--- src/rtl/hog_pkg.sv ---
// hog_pkg: shared constants, FSM state and output beat type for the HOG feature streamer.
package hog_pkg;
  localparam int CELL_NUM        = 289;
  localparam int BIN_NUM         = 18;
  localparam int FEAT_NUM        = CELL_NUM * BIN_NUM;
  localparam int BRAM_ADDR_W     = 13;
  localparam int TOTAL_BIT_WIDTH = 35;
  localparam int OUT_WIDTH       = 32;
  localparam int BIN_W           = $clog2(BIN_NUM);
  typedef enum logic [1:0] {IDLE, READ, DRAIN, DONE} state_t;
  typedef struct packed {
    logic [OUT_WIDTH-1:0] data;
    logic                 last_cell;
    logic                 last_frame;
  } beat_t;
endpackage

--- src/rtl/hog_skid_fifo.sv ---
// hog_skid_fifo: synchronous show-ahead FIFO exposing its occupancy for upstream credit logic.
module hog_skid_fifo #(
  parameter int W = 8,
  parameter int DEPTH = 4,
  localparam int AW = (DEPTH > 1) ? $clog2(DEPTH) : 1,
  localparam int CW = $clog2(DEPTH + 1)
) (
  input  logic          clk,
  input  logic          rst,
  input  logic          wr_en,
  input  logic [W-1:0]  wr_data,
  input  logic          rd_en,
  output logic [W-1:0]  rd_data,
  output logic [CW-1:0] count,
  output logic          empty
);
  localparam logic [AW-1:0] LAST = AW'(DEPTH - 1);
  logic [W-1:0] mem_q [DEPTH];
  logic [AW-1:0] wp_q, rp_q;
  logic [CW-1:0] count_q;
  assign rd_data = mem_q[rp_q];
  assign count = count_q;
  assign empty = count_q == '0;
  always_ff @(posedge clk) begin
    if (rst) begin
      wp_q <= '0;
      rp_q <= '0;
      count_q <= '0;
      for (int i = 0; i < DEPTH; i++) mem_q[i] <= '0;
    end else begin
      if (wr_en) begin
        mem_q[wp_q] <= wr_data;
        wp_q <= (wp_q == LAST) ? '0 : wp_q + 1'b1;
      end
      if (rd_en) rp_q <= (rp_q == LAST) ? '0 : rp_q + 1'b1;
      count_q <= count_q + CW'(wr_en) - CW'(rd_en);
    end
  end
endmodule

--- src/rtl/hog_feature_stream.sv ---
// hog_feature_stream: sums four cell-histogram banks per bin and streams one feature word per bin.
// Define HOG_FEAT_SAT_EN to saturate oversized sums instead of truncating them.
module hog_feature_stream
  import hog_pkg::*;
#(
  parameter int READ_LATENCY = 2,
  parameter int FIFO_DEPTH = 4
) (
  input  logic                       aclk,
  input  logic                       arest,
  input  logic                       histogram_done,
  output logic                       write_feature_done,
  output logic [BRAM_ADDR_W-1:0]     normal_addra_0,
  output logic [BRAM_ADDR_W-1:0]     normal_addra_1,
  output logic [BRAM_ADDR_W-1:0]     normal_addra_2,
  output logic [BRAM_ADDR_W-1:0]     normal_addra_3,
  input  logic [TOTAL_BIT_WIDTH-1:0] douta_0,
  input  logic [TOTAL_BIT_WIDTH-1:0] douta_1,
  input  logic [TOTAL_BIT_WIDTH-1:0] douta_2,
  input  logic [TOTAL_BIT_WIDTH-1:0] douta_3,
  output logic [OUT_WIDTH-1:0]       m_tdata,
  output logic                       m_tvalid,
  input  logic                       m_tready,
  output logic                       m_tlast_cell,
  output logic                       m_tlast_frame,
  output logic                       busy
);
  localparam int OCW = $clog2(FIFO_DEPTH + 1);
  localparam int CW = $clog2(FIFO_DEPTH + READ_LATENCY + 1) + 1;
  localparam int SW = TOTAL_BIT_WIDTH + 2;
`ifdef HOG_FEAT_SAT_EN
  localparam bit SAT = 1'b1;
`else
  localparam bit SAT = 1'b0;
`endif
  localparam logic [BRAM_ADDR_W-1:0] ADDR_LAST = BRAM_ADDR_W'(FEAT_NUM - 1);
  localparam logic [BIN_W-1:0] BIN_LAST = BIN_W'(BIN_NUM - 1);
  state_t state_q, state_d;
  logic [BRAM_ADDR_W-1:0] addr_q, addr_d;
  logic [BIN_W-1:0] bin_q, bin_d;
  logic [READ_LATENCY-1:0] vld_q, lc_q, lf_q;
  logic [CW-1:0] inflight_q, inflight_d;
  logic [OCW-1:0] occ;
  logic issue, wr, pop, empty;
  logic [SW-1:0] sum;
  beat_t wr_beat, rd_beat;
  // The address is combinational from the counter so the bank sees it in the first READ cycle.
  assign normal_addra_0 = addr_q;
  assign normal_addra_1 = addr_q;
  assign normal_addra_2 = addr_q;
  assign normal_addra_3 = addr_q;
  assign wr = vld_q[READ_LATENCY-1];
  assign sum = SW'(douta_0) + SW'(douta_1) + SW'(douta_2) + SW'(douta_3);
  assign wr_beat = '{
    data:       (SAT && |sum[SW-1:OUT_WIDTH]) ? '1 : sum[OUT_WIDTH-1:0],
    last_cell:  lc_q[READ_LATENCY-1],
    last_frame: lf_q[READ_LATENCY-1]
  };
  assign m_tvalid = !empty;
  assign pop = m_tvalid && m_tready;
  assign m_tdata = rd_beat.data;
  assign m_tlast_cell = rd_beat.last_cell;
  assign m_tlast_frame = rd_beat.last_frame;
  assign busy = (state_q == READ) || (state_q == DRAIN);
  assign write_feature_done = state_q == DONE;
  always_comb begin
    issue = (state_q == READ) && (CW'(occ) + inflight_q < CW'(FIFO_DEPTH));
    state_d = state_q;
    addr_d = addr_q;
    bin_d = bin_q;
    inflight_d = inflight_q + CW'(issue) - CW'(wr);
    if (issue) begin
      addr_d = addr_q + 1'b1;
      bin_d = (bin_q == BIN_LAST) ? '0 : bin_q + 1'b1;
    end
    case (state_q)
      IDLE: if (histogram_done) begin
        state_d = READ;
        addr_d = '0;
        bin_d = '0;
      end
      READ: if (issue && addr_q == ADDR_LAST) state_d = DRAIN;
      DRAIN: if (inflight_q == '0 && empty) state_d = DONE;
      default: state_d = IDLE;
    endcase
  end
  always_ff @(posedge aclk) begin
    if (arest) begin
      state_q <= IDLE;
      addr_q <= '0;
      bin_q <= '0;
      vld_q <= '0;
      lc_q <= '0;
      lf_q <= '0;
      inflight_q <= '0;
    end else begin
      state_q <= state_d;
      addr_q <= addr_d;
      bin_q <= bin_d;
      vld_q <= READ_LATENCY'({vld_q, issue});
      lc_q <= READ_LATENCY'({lc_q, bin_q == BIN_LAST});
      lf_q <= READ_LATENCY'({lf_q, addr_q == ADDR_LAST});
      inflight_q <= inflight_d;
    end
  end
  hog_skid_fifo #(.W($bits(beat_t)), .DEPTH(FIFO_DEPTH)) u_fifo (
    .clk(aclk),
    .rst(arest),
    .wr_en(wr),
    .wr_data(wr_beat),
    .rd_en(pop),
    .rd_data(rd_beat),
    .count(occ),
    .empty(empty)
  );
endmodule

--- config.mk ---
export PLATFORM = sky130hd
export DESIGN_NAME = hog_feature_stream
export DESIGN_NICKNAME = d
export VERILOG_FILES = /design/src/rtl/hog_pkg.sv /design/src/rtl/hog_skid_fifo.sv /design/src/rtl/hog_feature_stream.sv
export SDC_FILE = /design/constraint.sdc
export NUM_CORES = 1
export LEC_CHECK = 0
export ABC_CLOCK_PERIOD_IN_PS = 8200
export CAP_MARGIN = 20
export CELL_PAD_IN_SITES_DETAIL_PLACEMENT = 1
export CELL_PAD_IN_SITES_GLOBAL_PLACEMENT = 1
export CORE_ASPECT_RATIO = 1.25
export CORE_MARGIN = 1
export CORE_UTILIZATION = 40
export CTS_CLUSTER_DIAMETER = 200
export DETAILED_ROUTE_END_ITERATION = 12
export HOLD_SLACK_MARGIN = 0.05
export PLACE_DENSITY_LB_ADDON = 0.1
export REMOVE_ABC_BUFFERS = 1
export SYNTH_ARGS = -nofsm -noshare
export SYNTH_HDL_FRONTEND = slang
export SYNTH_SLANG_ARGS = --single-unit
--- constraint.sdc ---
create_clock -name aclk -period 8.2 [get_ports aclk]
set_clock_uncertainty 0.05 [all_clocks]
set_input_delay 1.64 -clock aclk [delete_from_list [all_inputs] [get_ports aclk]]
set_output_delay 1.64 -clock aclk [all_outputs]
set_load 0.03 [all_outputs]
* Word level (Yosys, flattened, before mapping)
Memories as Yosys holds them, arrays and structs flattened. A register that Yosys moved wholly into a read port is not among the register bits.
Index checks and enable logic that the tools add are counted.
** Storage, ports and cells
- Bits in registers :: 37
- RAM bits :: 136
- Bits of input ports :: 144
- Output and inout port bits :: 89
- Logic and storage cells :: 68
- Memories kept :: 1
** Cells by class
- $add $sub $neg :: 12
- $lt $le $gt $ge :: 1
- Equality and inequality tests :: 10
- Multiplexer cells :: 23
- Reductions and logical operators :: 11
** Memories
- u_fifo.mem_q :: depth 4, width 34, read ports 1, clocked after memory_dff 1, write ports 4, RTL line hog_skid_fifo.sv:18 : logic [W-1:0] mem_q [DEPTH];
** Operators by type and width (number)
- $add A32 B32 Y32 :: 3
- $mux W13 :: 3
- $mux W34 :: 1
- $reduce_or A34 Y1 :: 1
- $mux W5 :: 4
- $mux W2 :: 8
- $add A13 B1 Y13 const B :: 1
- $eq A13 B13 Y1 const B :: 1
- $eq A2 B2 Y1 const B :: 4
- $mux W1 :: 6
- $pmux W2 S3 :: 1
- $add A5 B1 Y5 const B :: 1
- $eq A5 B5 Y1 const B :: 1
- $add A2 B1 Y2 const B :: 2
- $add A3 B4 Y4 :: 1
- $add A4 B1 Y4 :: 1
- $logic_and A1 B1 Y1 :: 4
- $logic_not A4 Y1 :: 1
- $lt A4 B3 Y1 const B :: 1
- $ne A2 B1 Y1 const B :: 2
- $sub A4 B1 Y4 :: 1
- $add A3 B1 Y3 :: 1
- $logic_not A3 Y1 :: 1
- $reduce_and A3 Y1 :: 1
- 6 further kinds :: 6

* Longest topological paths before layout
Gate-level depths: netlist of the first run.
- Depth after elaboration :: 6
- Depth in mapped cells :: 14

* Hierarchy
From an unflattened synthesis of the first run, not the netlist that was laid out.
** Second synthesis, totals
- Cells, all modules :: 1043
- Area total of the unflattened synthesis :: 11692.5 um2
** By module, submodules not included
- hog_skid_fifo :: instances 1, cells each 371, area an instance 6329.8 um2
- hog_feature_stream :: instances 1, cells each 672, area an instance 5362.6 um2

* Worst setup path before layout of the first run
OpenSTA, ideal clock, no wires.
- Kind :: in2reg
- Start point :: input port douta_0[1]
- End point :: memory u_fifo.mem_q[0][19] (netlist bit) (data pin)
- Setup time :: 0.265 ns
- Data arrival time :: 4.733 ns
- Required time :: 7.885 ns
- Slack :: 3.152 ns
- Stages :: 13
- Buffers on the path :: 0
- Cells stage by stage :: inv_1 -> fa_1 -> fa_1 -> inv_1 -> ha_1 -> fa_1 -> a21o_1 -> a221oi_1 -> o311ai_0 -> o2111ai_1 -> nor2b_1 -> xor2_1 -> nor2_1
** RTL lines
- start: declaration :: RTL line hog_feature_stream.sv:17 : input logic [TOTAL_BIT_WIDTH-1:0] douta_0,
- end: declaration :: RTL line hog_skid_fifo.sv:18

==> results of run 1 <==
==> power by group <==
group / switching [mW] / internal (mW) / leakage [nW]
Combinational: 0.906 / 0.624 / 3.98
Sequential: 0.0416 / 1.02 / 1.72
Clock: 0.354 / 0.515 / 0.303
Total: 1.30 / 2.16 / 6.00
==> synth_stat cells, drive strengths merged (3+ instances only) <==
master and n:
and3 12, xor2 25, nand4 13, nor4 4, nor2 153, dfxtp 39, mux4 34, nor2b 8
edfxtp 136, fa 64, a21boi 3, inv 208, mux2i 5, o211ai 3, a21o 11, nor3 18
nand2 42, ha 50, clkbuf 32, a211oi 5, o21bai 4, nand3 16, o21a 4, nand2b 7
buf 42, a21oi 40, a31oi 5, xnor2 20, or3 5, o21ai 24, and2 18, nor3b 5
==> per-layer routing <==
layer  global-route usage (%)  up-vias  share of wire [%]
met4                     4.62        2               0.96
met3                     3.57       17                3.8
met5                        0        -              0.048
li1                         -     3897                  -
met2                     35.7      173                 52
met1                     23.8     3958                 43
==> per-stage QoR <==
stage	utilization [%]	instances	instance area [sq um]
2_1_floorplan	-	1008	11000
3_3_place_gp	49.1	1588	13700
3_5_place_dp	49.1	1588	13700
4_1_cts	51.4	1620	14300
5_1_grt	51.5	1621	14300
6_report	51.5	1621	14300
==> worst max-delay path, stage by stage <==
cell             delay [ns]
clkdlybuf4s50_1        0.45
inv_1                  0.05
fa_1                   0.50
fa_1                   0.51
inv_1                  0.04
ha_1                   0.22
fa_1                   0.40
a21o_1                 0.23
a221oi_1               0.58
o311ai_0               0.27
o2111ai_1              0.25
nor2b_1                0.21
xor2_1                 0.33
nor2_1                 0.09
==> worst min path at each step <==
stage / from / to
finish: vld_q[0] / vld_q[1]
global route: vld_q[0] / vld_q[1]
CTS: vld_q[0] / vld_q[1]
detailed placement: vld_q[0] / vld_q[1]
global placement: vld_q[0] / vld_q[1]
floorplan: lc_q[0] / lc_q[1]
==> flip-flops by register name, indices dropped and copies added (netlist names), 3 cells and up, named ones only <==
name	cells
u_fifo.mem_q	136
inflight_q	4
bin_q	5
u_fifo.count	3
normal_addra_0	13
==> logic make-up after synthesis <==
family | after synthesis
AOI/OAI and AO/OA | 117
xor gates and xnor gates | 46
adders and majority gates | 114
buffers and inverters | 282
DFF | 175
muxes | 39
and+or+nand+nor | 309
==> final cells by class <==
type                            count  area, sq um  area share (%)
Multi-Input combinational cell    625         5310            37.1
Sequential cell                   175         4870            34.0
Timing Repair Buffer              231         2280            16.0
Inverter                          208          781            5.45
Tap cell                          350          438            3.06
Clock buffer                       17          425            2.97
Clock inverter                     15          210            1.47
==> reports/summary.txt, run 1 <==
Tot Pwr = 3.46 mW
Critical R2R Capture = inflight_q[2]
worst setup path class = input port to flop
maxcap violations = 0
cts repair resizes = 0
share of cells above drive strength 1 = 6.69%
Clk Latency, worst-skew pair = 0.43 ns
Fin Hold WS = 0.390 ns
multiplexer share of the synthesized area = 7.17%
most frequent cells in the layout = 220 x clkdlybuf4s50_1, 208 x inv_1, 153 x nor2_1
area share of fa/ha/maj cells after synthesis = 16.8%
Slew Viols, Final = 0
Top FF cell, synth = edfxtp_1
FP Rows = 68
CTS Root Buffer Type = clkbuf_16
GRT overflow = 0
Pre-Repair DR Iteration Count = 4
register area share after synthesis = 42.7%
post-synth top area cell = edfxtp_1
DR iter-0 viols = 409
most common cell after layout, fill and taps aside = clkdlybuf4s50_1
FMAX = 177 MHz
main combinational cell family by area after synthesis = adder cells
Total GRT Usage = 19.5%
Setup crit start = douta_0[1]
pin count of the biggest net entering global routing = 35
CTS buffer count = 17
Setup WS pre-CTS = 2.03 ns
Netlist cell types = 58
RSZ-0062 raised after global routing = false
cell count after synthesis = 1082
Die Area = 29100 sq um
detailed-route wire length = 26900 um
post-route setup slack = 2.54 ns
Pwr Density = 242 nW/um^2
VDD IR-drop max = 102 uV
post-synthesis register bit count = 175
Max H-tree Level = 4
total negative slack = 0 ns
RR Startpoint = inflight_q[1]
wire per inst = 16.6 um
Worst EP arrival = 5.78 ns
clk slew on worst S/H paths = 0.07 ns
Synth Area in Simple Gates = 12.6%
final setup fails = 0
Synth area leaders = edfxtp_1 36%, fa_1 11%, dfxtp_1 6.9%
Leak Pwr = 6.00 nW
die width = 153 um
I/O pins = 233
Worst slew margin = 34.1%
number of flops mapped to enable cells by yosys = 136
Vias/cell = 4.96
die height = 191 um
CTS tree = built
crit path time final = 5.66 ns
Core ar. = 27800 sq um
Hold Buf Count CTS = 0
DRC = 0
Critical Path RT = 8.32 ns
worst reg2reg path depth = 13
global-route wire length before repair = 44200 um
GP Congestion = 0.771
Post-CTS Setup Inserts = 0
Synth Area in XOR/XNOR = 3.66%
outcome = finished, final reports clean
CP Max Fanout = 4
Ys Warns = 0
syn_area_per_cell = 10.5 sq um
reg-to-reg slack, setup = 4.52 ns
routed via count = 8047
CTS Sinks = 175
nature of the critical path startpoint = input port
Final #Nets = 1516
Min-Delay Path Class = flop to flop
Port Buf Inserts = 220
share of the synthesized area in the top cell type = 35.9%
Ant. Diodes = 0
initial antenna violation count = 1
Hold Path Depth = 1
Syn Std Cell Area = 11400 sq um
Clock Path Buffers = 2
area delta synth->final = 25.8%
number of fill cells = 3048
vias in the first global route = 8719
Period Utilization, post-route = 69.0%
remaining antenna violation count = 0
Critical Path End = u_fifo.mem_q[0][19]
Final Hold Fails = 0
Initial Utilization = 40.9%
Critical Path Sink Type = flop
Tightest Pin Transition = 0.989 ns
post-synthesis async set-or-reset flop share = 0%
complex-gate fraction of the synthesized area = 6.49%
HPWL after detailed placement = 19900 um
(Power assumes the default switching activity.)
==> run 2, diff against run 1 <==
--- a/config.mk
+++ b/config.mk
@@ -5,7 +5,7 @@
 export SDC_FILE = /design/constraint.sdc
 export NUM_CORES = 1
 export LEC_CHECK = 0
-export ABC_CLOCK_PERIOD_IN_PS = 8200
+export ABC_CLOCK_PERIOD_IN_PS = 5800
 export CAP_MARGIN = 20
 export CELL_PAD_IN_SITES_DETAIL_PLACEMENT = 1
 export CELL_PAD_IN_SITES_GLOBAL_PLACEMENT = 1
==> constraint.sdc (replaced) <==
create_clock -name aclk -period 5.8 [get_ports aclk]
set_clock_uncertainty 0.05 [all_clocks]
set_input_delay 1.16 -clock aclk [delete_from_list [all_inputs] [get_ports aclk]]
set_output_delay 1.16 -clock aclk [all_outputs]
set_load 0.03 [all_outputs]
==> reports/summary.txt, run 2 (same netlist as run 1, synthesis figures left out) <==
outcome = finished, final reports clean
Port Buf Inserts = 220 (unchanged)
Setup WS pre-CTS = 0.244 ns (-1.78 ns)
DRC = 0 (unchanged)
pin count of the biggest net entering global routing = 35 (unchanged)
CTS buffer count = 17 (unchanged)
Slew Viols, Final = 0 (unchanged)
NetSw = 1.82 mW (+40%)
Max H-tree Level = 4 (unchanged)
Tightest Pin Transition = 0.912 ns (-0.0774 ns)
CTS Root Buffer Type = clkbuf_16
global-route wire length before repair = 44300 um (+0.16%)
Pwr Density = 335 nW/um^2 (+38%)
Die Area = 29100 sq um (unchanged)
die height = 191 um (unchanged)
wire per inst = 16.7 um (+0.33%)
Tot Pwr = 4.78 mW (+38%)
most frequent cells in the layout = 220 x clkdlybuf4s50_1, 210 x inv_1, 153 x nor2_1
cts repair resizes = 0 (unchanged)
Reg with most FFs = u_fifo.mem_q
area delta synth->final = 25.5%
Clk Latency, worst-skew pair = 0.42 ns (about the same)
Pre-Repair DR Iteration Count = 4 (unchanged)
placed cell area = 13700 sq um (+0.22%)
Hold Buf Count CTS = 0 (unchanged)
VDD IR-drop max = 168 uV (+65%)
GRT overflow = 0 (unchanged)
Post-Layout Inst Area = 14300 sq um (-0.22%)
CTS Sinks = 175 (unchanged)
detailed-route wire length = 27100 um (+0.58%)
Largest register FFs = 136 (unchanged)
Final Hold Fails = 0 (unchanged)
final setup fails = 0 (unchanged)
Reg power frac = 32.0% (+1.4 points)
Worst slew margin = 39.2% (+5.2 points)
Period Utilization, post-route = 87.6%
Core ar. = 27800 sq um (unchanged)
Worst EP arrival = 5.19 ns (-0.59 ns)
Logic pwr share = 45.0% (+0.8 points)
CP max stage delay = 0.55 ns (-0.03 ns)
GP Congestion = 0.790 (+2.5%)
remaining antenna violation count = 0 (unchanged)
vias in the first global route = 8768 (+0.56%)
Ant. Diodes = 0 (unchanged)
worst setup path class = input port to flop
FMAX = 197 MHz
slowest stage cell, crit path = fa_1
most used cell, CP = fa_1
CP Cell Sequence = clkdlybuf4s50_1, inv_1, fa_1, fa_1, inv_1, ha_1, fa_1, a21o_1, a221oi_1, buf_4, o311ai_0, o2111ai_1, o31a_1, xnor2_1, nor2_1
Clock Path Buffers = 2 (unchanged)
crit path time final = 5.08 ns
Leak Pwr = 6.01 nW (about the same)
clk slew on worst S/H paths = 0.06 ns (about the same)
initial antenna violation count = 0 (-1)
nature of the critical path startpoint = input port
Critical Path Sink Type = flop
P_int = 2.96 mW (+37%)
clock power share = 23.0% (-2.1 points)
Final #Nets = 1520 (+0.26%)
most common cell after layout, fill and taps aside = clkdlybuf4s50_1
DR iter-0 viols = 379 (-7.3%)
RSZ-0062 raised after global routing = false
die width = 153 um (unchanged)
placed cells = 1592 (+0.25%)
post-route insts no fill = 1625 (+0.25%)
Sw Ratio = 38.0% (+0.38 points)
Total GRT Usage = 19.5% (-0.021 points)
Min-Delay Path Class = flop to flop
Initial Utilization = 40.9% (unchanged)
CTS tree = built
share of cells above drive strength 1 = 6.75% (+0.057 points)
I/O pins = 233 (unchanged)
HPWL after detailed placement = 20300 um (+2.4%)
Post-CTS Setup Inserts = 0 (unchanged)
CP Max Fanout = 4 (unchanged)
Critical Path RT = 5.90 ns (-2.42 ns)
total negative slack = 0 ns (unchanged)
maxcap violations = 0 (unchanged)
routed via count = 8076 (+0.36%)
post-route setup slack = 0.718 ns (-1.82 ns)
FP Rows = 68 (unchanged)
Vias/cell = 4.97 (+0.11%)
-- run 2: area by class of cell --
class	count	area, sq um
tap	350	438
fill	3038	13500
inverter	208	781
multi-input combinational	625	5310
clock buffer	23	520
sequential	175	4870
timing repair buffer	235	2310
clock inverter	9	53.8
-- run 2: metrics by stage --
step / utilization (%) / hold slack [ns]
floorplan: - / 0.364
global placement: 49.2 / 0.368
detailed placement: 49.2 / 0.377
CTS: 51.3 / 0.393
global route: 51.3 / 0.411
finish: 51.3 / 0.390
-- run 2: worst paths after layout --
check | depth (start not counted) | slack, ns | end | startpoint
max | 15 | 0.72 | u_fifo.mem_q[2][27] | douta_0[1]
min | 1 | 0.39 | vld_q[1] | vld_q[0]
max reg2reg | 13 | 2.17 | inflight_q[2] | inflight_q[1]
min reg2reg | 1 | 0.39 | vld_q[1] | vld_q[0]
-- run 2: power groups by stage --
stage          Clock [mW]  Sequential, mW  Combinational (mW)
2_1_floorplan           0            1.57                1.42
3_5_place_dp            0            1.56                2.17
3_3_place_gp            0            1.55                2.13
6_report             1.10            1.53                2.15
5_1_grt              1.17            1.55                2.39
4_1_cts              1.13            1.53                2.18
-- run 2: critical path: cells and delay by family --
kind	cells	cell delay, ns
AOI/OAI and AO/OA	5	1.46
adders and majority gates	4	1.42
buffers and inverters	4	0.73
xor gates and xnor gates	1	0.29
and+or+nand+nor	1	0.11
-- run 2: routing by layer --
metal,wire length (um),vias up,GRT usage (%)
met4,267,0,4.86
met3,1020,13,3.23
met2,13900,170,35.6
met5,0,-,0
met1,11800,3984,23.9
li1,-,3909,-
